### src/rtl/resource_arbiter.sv
// Round-robin arbiter that shares one fixed-latency resource among NUM_REQ requesters,
// with bounded hold under contention and an owner-tag pipeline that routes results back.
//
// state | meaning
// IDLE  | no grant; wait for any request
// OWN   | grant held by owner_q; hold_q counts consecutive granted cycles
`timescale 1ns/1ps
module resource_arbiter #(
  parameter int NUM_REQ  = 4,
  parameter int DATA_W   = 32,
  parameter int RES_LAT  = 2,
  parameter int MAX_HOLD = 8
) (
  input  logic                      clk,
  input  logic                      reset,
  input  logic                      flush,
  input  logic [NUM_REQ-1:0]        req,
  input  logic [NUM_REQ*DATA_W-1:0] req_data,
  output logic [NUM_REQ-1:0]        grant,
  output logic [DATA_W-1:0]         res_in,
  output logic                      res_in_valid,
  input  logic [DATA_W-1:0]         res_out,
  output logic [NUM_REQ-1:0]        rsp_valid,
  output logic [DATA_W-1:0]         rsp_data,
  output logic                      busy
);

  localparam int IW = $clog2(NUM_REQ);
  localparam int HW = (MAX_HOLD > 1) ? $clog2(MAX_HOLD) : 1;
  localparam logic [HW-1:0] HOLD_LAST = HW'(MAX_HOLD - 1);

  typedef enum logic {IDLE, OWN} state_e;

  state_e                      state_q, state_d;
  logic [IW-1:0]               owner_q, owner_d;
  logic [IW-1:0]               last_owner_q, last_owner_d;
  logic [HW-1:0]               hold_q, hold_d;
  logic [RES_LAT-1:0]          tag_v_q, tag_v_d;
  logic [RES_LAT-1:0][IW-1:0]  tag_idx_q, tag_idx_d;

  logic [NUM_REQ-1:0] pick_src;
  logic [NUM_REQ-1:0] rot;
  logic [IW-1:0]      pick_base;
  logic [IW-1:0]      pick_idx;
  logic               pick_found;

  assign grant        = (state_q == OWN) ? (NUM_REQ'(1) << owner_q) : '0;
  assign res_in_valid = (|(grant & req)) && !flush;
  assign rsp_valid    = tag_v_q[RES_LAT-1] ? (NUM_REQ'(1) << tag_idx_q[RES_LAT-1]) : '0;
  assign rsp_data     = res_out;
  assign busy         = |tag_v_q;

  always_comb begin
    res_in = '0;
    if (res_in_valid) res_in = req_data[int'(owner_q)*DATA_W +: DATA_W];
  end

  // Rotate candidates so bit 0 is the requester just after the search base; lowest set bit wins.
  always_comb begin
    pick_src   = (state_q == IDLE) ? req : (req & ~grant);
    pick_base  = (state_q == IDLE) ? last_owner_q : owner_q;
    rot        = NUM_REQ'({pick_src, pick_src} >> (int'(pick_base) + 1));
    pick_found = 1'b0;
    pick_idx   = '0;
    for (int i = NUM_REQ - 1; i >= 0; i--) begin
      if (rot[i]) begin
        pick_found = 1'b1;
        pick_idx   = IW'((int'(pick_base) + 1 + i) % NUM_REQ);
      end
    end
  end

  always_comb begin
    state_d      = state_q;
    owner_d      = owner_q;
    last_owner_d = last_owner_q;
    hold_d       = hold_q;
    if (flush) begin
      state_d = IDLE;
      hold_d  = '0;
    end else begin
      case (state_q)
        IDLE: begin
          if (pick_found) begin
            state_d      = OWN;
            owner_d      = pick_idx;
            last_owner_d = pick_idx;
            hold_d       = '0;
          end
        end
        OWN: begin
          if (req[owner_q] && !(pick_found && hold_q >= HOLD_LAST)) begin
            if (hold_q != HOLD_LAST) hold_d = hold_q + 1'b1;
          end else if (pick_found) begin
            owner_d      = pick_idx;
            last_owner_d = pick_idx;
            hold_d       = '0;
          end else begin
            state_d = IDLE;
            hold_d  = '0;
          end
        end
        default: state_d = IDLE;
      endcase
    end
  end

  always_comb begin
    tag_v_d      = '0;
    tag_idx_d    = tag_idx_q;
    tag_v_d[0]   = res_in_valid;
    tag_idx_d[0] = owner_q;
    for (int i = 1; i < RES_LAT; i++) begin
      tag_v_d[i]   = tag_v_q[i-1];
      tag_idx_d[i] = tag_idx_q[i-1];
    end
    if (flush) tag_v_d = '0;
  end

  always_ff @(posedge clk or posedge reset) begin
    if (reset) begin
      state_q      <= IDLE;
      owner_q      <= '0;
      last_owner_q <= IW'(NUM_REQ - 1);
      hold_q       <= '0;
      tag_v_q      <= '0;
      tag_idx_q    <= '0;
    end else begin
      state_q      <= state_d;
      owner_q      <= owner_d;
      last_owner_q <= last_owner_d;
      hold_q       <= hold_d;
      tag_v_q      <= tag_v_d;
      tag_idx_q    <= tag_idx_d;
    end
  end

endmodule

### config.mk
export PLATFORM = sky130hd
export DESIGN_NAME = resource_arbiter
export DESIGN_NICKNAME = d
export VERILOG_FILES = /design/src/rtl/resource_arbiter.sv
export SDC_FILE = /design/constraint.sdc
export NUM_CORES = 1
export LEC_CHECK = 0
export CAP_MARGIN = 20
export CORE_AREA = 2 2 93 95
export CTS_CLUSTER_SIZE = 12
export DETAILED_ROUTE_END_ITERATION = 10
export DIE_AREA = 0 0 95 97
export DONT_BUFFER_PORTS = 1
export GPL_ROUTABILITY_DRIVEN = 0
export PLACE_DENSITY = 0.37
export SLEW_MARGIN = 5
export SYNTH_ARGS = -nofsm -noshare
export SYNTH_HDL_FRONTEND = slang
export SYNTH_SLANG_ARGS = --single-unit
### constraint.sdc
create_clock -name clk -period 2.25 [get_ports clk]
set_input_delay 0.1125 -clock clk [delete_from_list [all_inputs] [get_ports clk]]
set_output_delay 0.1125 -clock clk [all_outputs]
set_load 0.1 [all_outputs]
==> metrics <==
Starting DRT DRC Count=between 40 and 50; final setup vio count=0; Final #Nets=380; CTS buffer count=3; CTS HTree Levels=1; area grow syn2layout=44.4%; critical path data required time=around 2.4 ns; Core Area=just over 8000 um2; Fin Setup TNS=0 ns; final hold vios=0; Clock Latency Late Sink=about 0.24 ns; Seq cells post-synth=14; CTS clk-pin slew, worst paths=about 0.06 ns; routed wire length=7400 um; type of the tightest min-delay check=input pin to register; Syn Std Cell Area=approximately 2100 um2; crit start category=register; Clock Path Buffers=2; largest net degree at the start of global routing=39; I/O Pins=241; Avg Inst Size Synth=around 11 um2; grt total ovfl=0; syn nets=370; vias per std cell=between 5 and 6; maximum vdd ir drop=431 uV; vias in the first global route=~2k; Final HPWL DP=around 6300 um; first drt pass iteration count=4; min cycle time layout=2.16 ns; Slew @ Worst Pin=approximately 0.53 ns; layout cell share with drive strength beyond 1=0.638; P_leak=around 1.2 nW; Max Slew Vio Count=0; first-pass GRT wire length=11400 um; Pwr per Cell Area=about 1200 nW/um2; antenna viol nets, final=0; fin util=0.378; IO Port Bufs=0; most frequent cells in the layout=buf_12 (34), mux4_2 (33), nor2b_4 (26); CTS tree=done; clock sinks=14; Arr. time, crit path=approximately 2.3 ns; fmax=463 MHz; most common cell after layout, fill and taps aside=buf_12; outcome=finished clean; path type of the worst setup path=register to register; CTS root buffer=clkbuf_8; Cells after Synth=201; Clock Skew=~0.0018 ns; initial antenna violation count=1; CP max FO=6; die span in y=97 um; antenna fix cells=0; Design Power=between 3 and 4 mW; DRC=0; unrepaired setup endpoints after global routing=no; post-synth cell types=37; All-Layer GR Usage=0.160; Std-Cell Rows=33; chip width=between 90 and 100 um; Setup crit end kind=register; sequential area share after synthesis=0.166; max_slew headroom=0.646; Resized Gates After CTS=0; number of vias after detailed routing=roughly 1.7k; crit share post-route=0.961; die area=9220 um2; Syn. warnings=0; drt wl/cell=23.5 um; max cap viols=0; Initial Utilization=0.262
-- critical path, cell delays in order (launching register included) --
cell	delay, ns
dfrtp_2	0.43
buf_4	0.18
mux2i_2	0.23
buf_4	0.20
mux2i_1	0.27
nand3_1	0.14
a311o_1	0.42
a31oi_1	0.20
-- final cells by class --
type | count | area [um2]
well taps | 105 | 131
multi-input cells | 132 | 1680
repair buffers | 53 | 828
fillers | 767 | 5060
inverters | 7 | 26.3
clock buffers | 4 | 55.1
flip-flops and latches | 14 | 355
-- metrics by stage --
stage	cells	setup slack, ns	cell area, um2	hold slack (ns)
6_report	315	0.0884	3070	0.107
5_1_grt	315	0.00474	3070	0.126
4_1_cts	314	0.0249	3070	0.101
3_5_place_dp	307	0.170	2980	0.0795
3_3_place_gp	307	0.197	2980	0.0597
2_1_floorplan	201	-0.475	2340	0.000288
-- power by group --
part           switching (mW)  total [mW]  internal, mW  leakage, nW
Combinational            1.69        3.09          1.40         1.03
Clock                  0.0849       0.240         0.155       0.0288
Sequential             0.0893       0.439         0.349        0.172
-- final timing paths --
path                            depth (start not counted)  slack [ns]    startpoint           end
worst max-delay path                                    7        0.09    owner_q[0]    owner_q[0]
worst min-delay path                                    3        0.11         flush     hold_q[2]
worst max register to register                          7        0.09    owner_q[0]    owner_q[0]
worst min register to register                          0        0.35  tag_idx_d[2]  tag_idx_q[2]
max in group asynchronous                               2        1.49         reset    owner_q[0]
min in group asynchronous                               2        0.37         reset  tag_idx_q[3]
-- sequential cells by signal (all words and copies together), names as in the netlist --
register	flops
hold_q	3
last_owner_q	2
owner_q	2
state_q	1
tag_idx_d	2
tag_idx_q	2
tag_v_q	2
-- per-layer routing --
layer  wire length (um)  up-vias  global-route usage
li1                   -      733                   -
met1               2590      842               0.187
met2               3710      145               0.258
met3                904       16              0.0779
met4                138        4              0.0390
met5                 53        -              0.0357
-- cell families after synthesis --
kind of cell,count (synthesis),synth area share
and+or+nand+nor,64,0.182
muxes,44,0.406
adders and majority gates,2,0.0118
AOI/OAI and AO/OA,22,0.0752
buffers and inverters,55,0.159
DFF,14,0.166
-- synth_stat cells --
cell	n	area, um2
clkbuf_1	3	11.3
o22ai_1	2	12.5
a21o_1	2	15.0
nor4_4	1	21.3
mux2_4	1	15.0
buf_2	7	35.0
nand4_1	1	6.26
o21ai_0	2	10.0
buf_4	33	248
dfstp_2	2	52.6
mux2_2	1	11.3
o32ai_1	1	8.76
nand2b_1	2	12.5
o31ai_1	3	22.5
mux2i_1	8	80.1
and3b_1	2	17.5
and3_1	2	12.5
or2_2	1	6.26
buf_1	5	18.8
or2_1	1	6.26
nand2_1	6	22.5
mux4_2	33	743
a211oi_1	1	7.51
nand3_1	4	20.0
a311o_1	1	10.0
a21oi_1	2	10.0
a31oi_1	4	25.0
inv_1	7	26.3
o211a_1	2	20.0
nor2_1	6	22.5
nor2b_1	36	225
nor3b_1	2	15.0
dfrtp_1	12	300
o21a_1	1	7.51
o41a_1	1	11.3
ha_1	2	25.0
mux2i_2	1	13.8
-- repair_timing --
action | CTS | global route
pin swaps | 0 | 1
setup endpoints to repair | 29 | 1
hold buffers | 2 | 0
setup buffers | 1 | 1
endpoints found under the hold margin | 14 | 0
No activity file was read; power rests on OpenSTA's default activity.
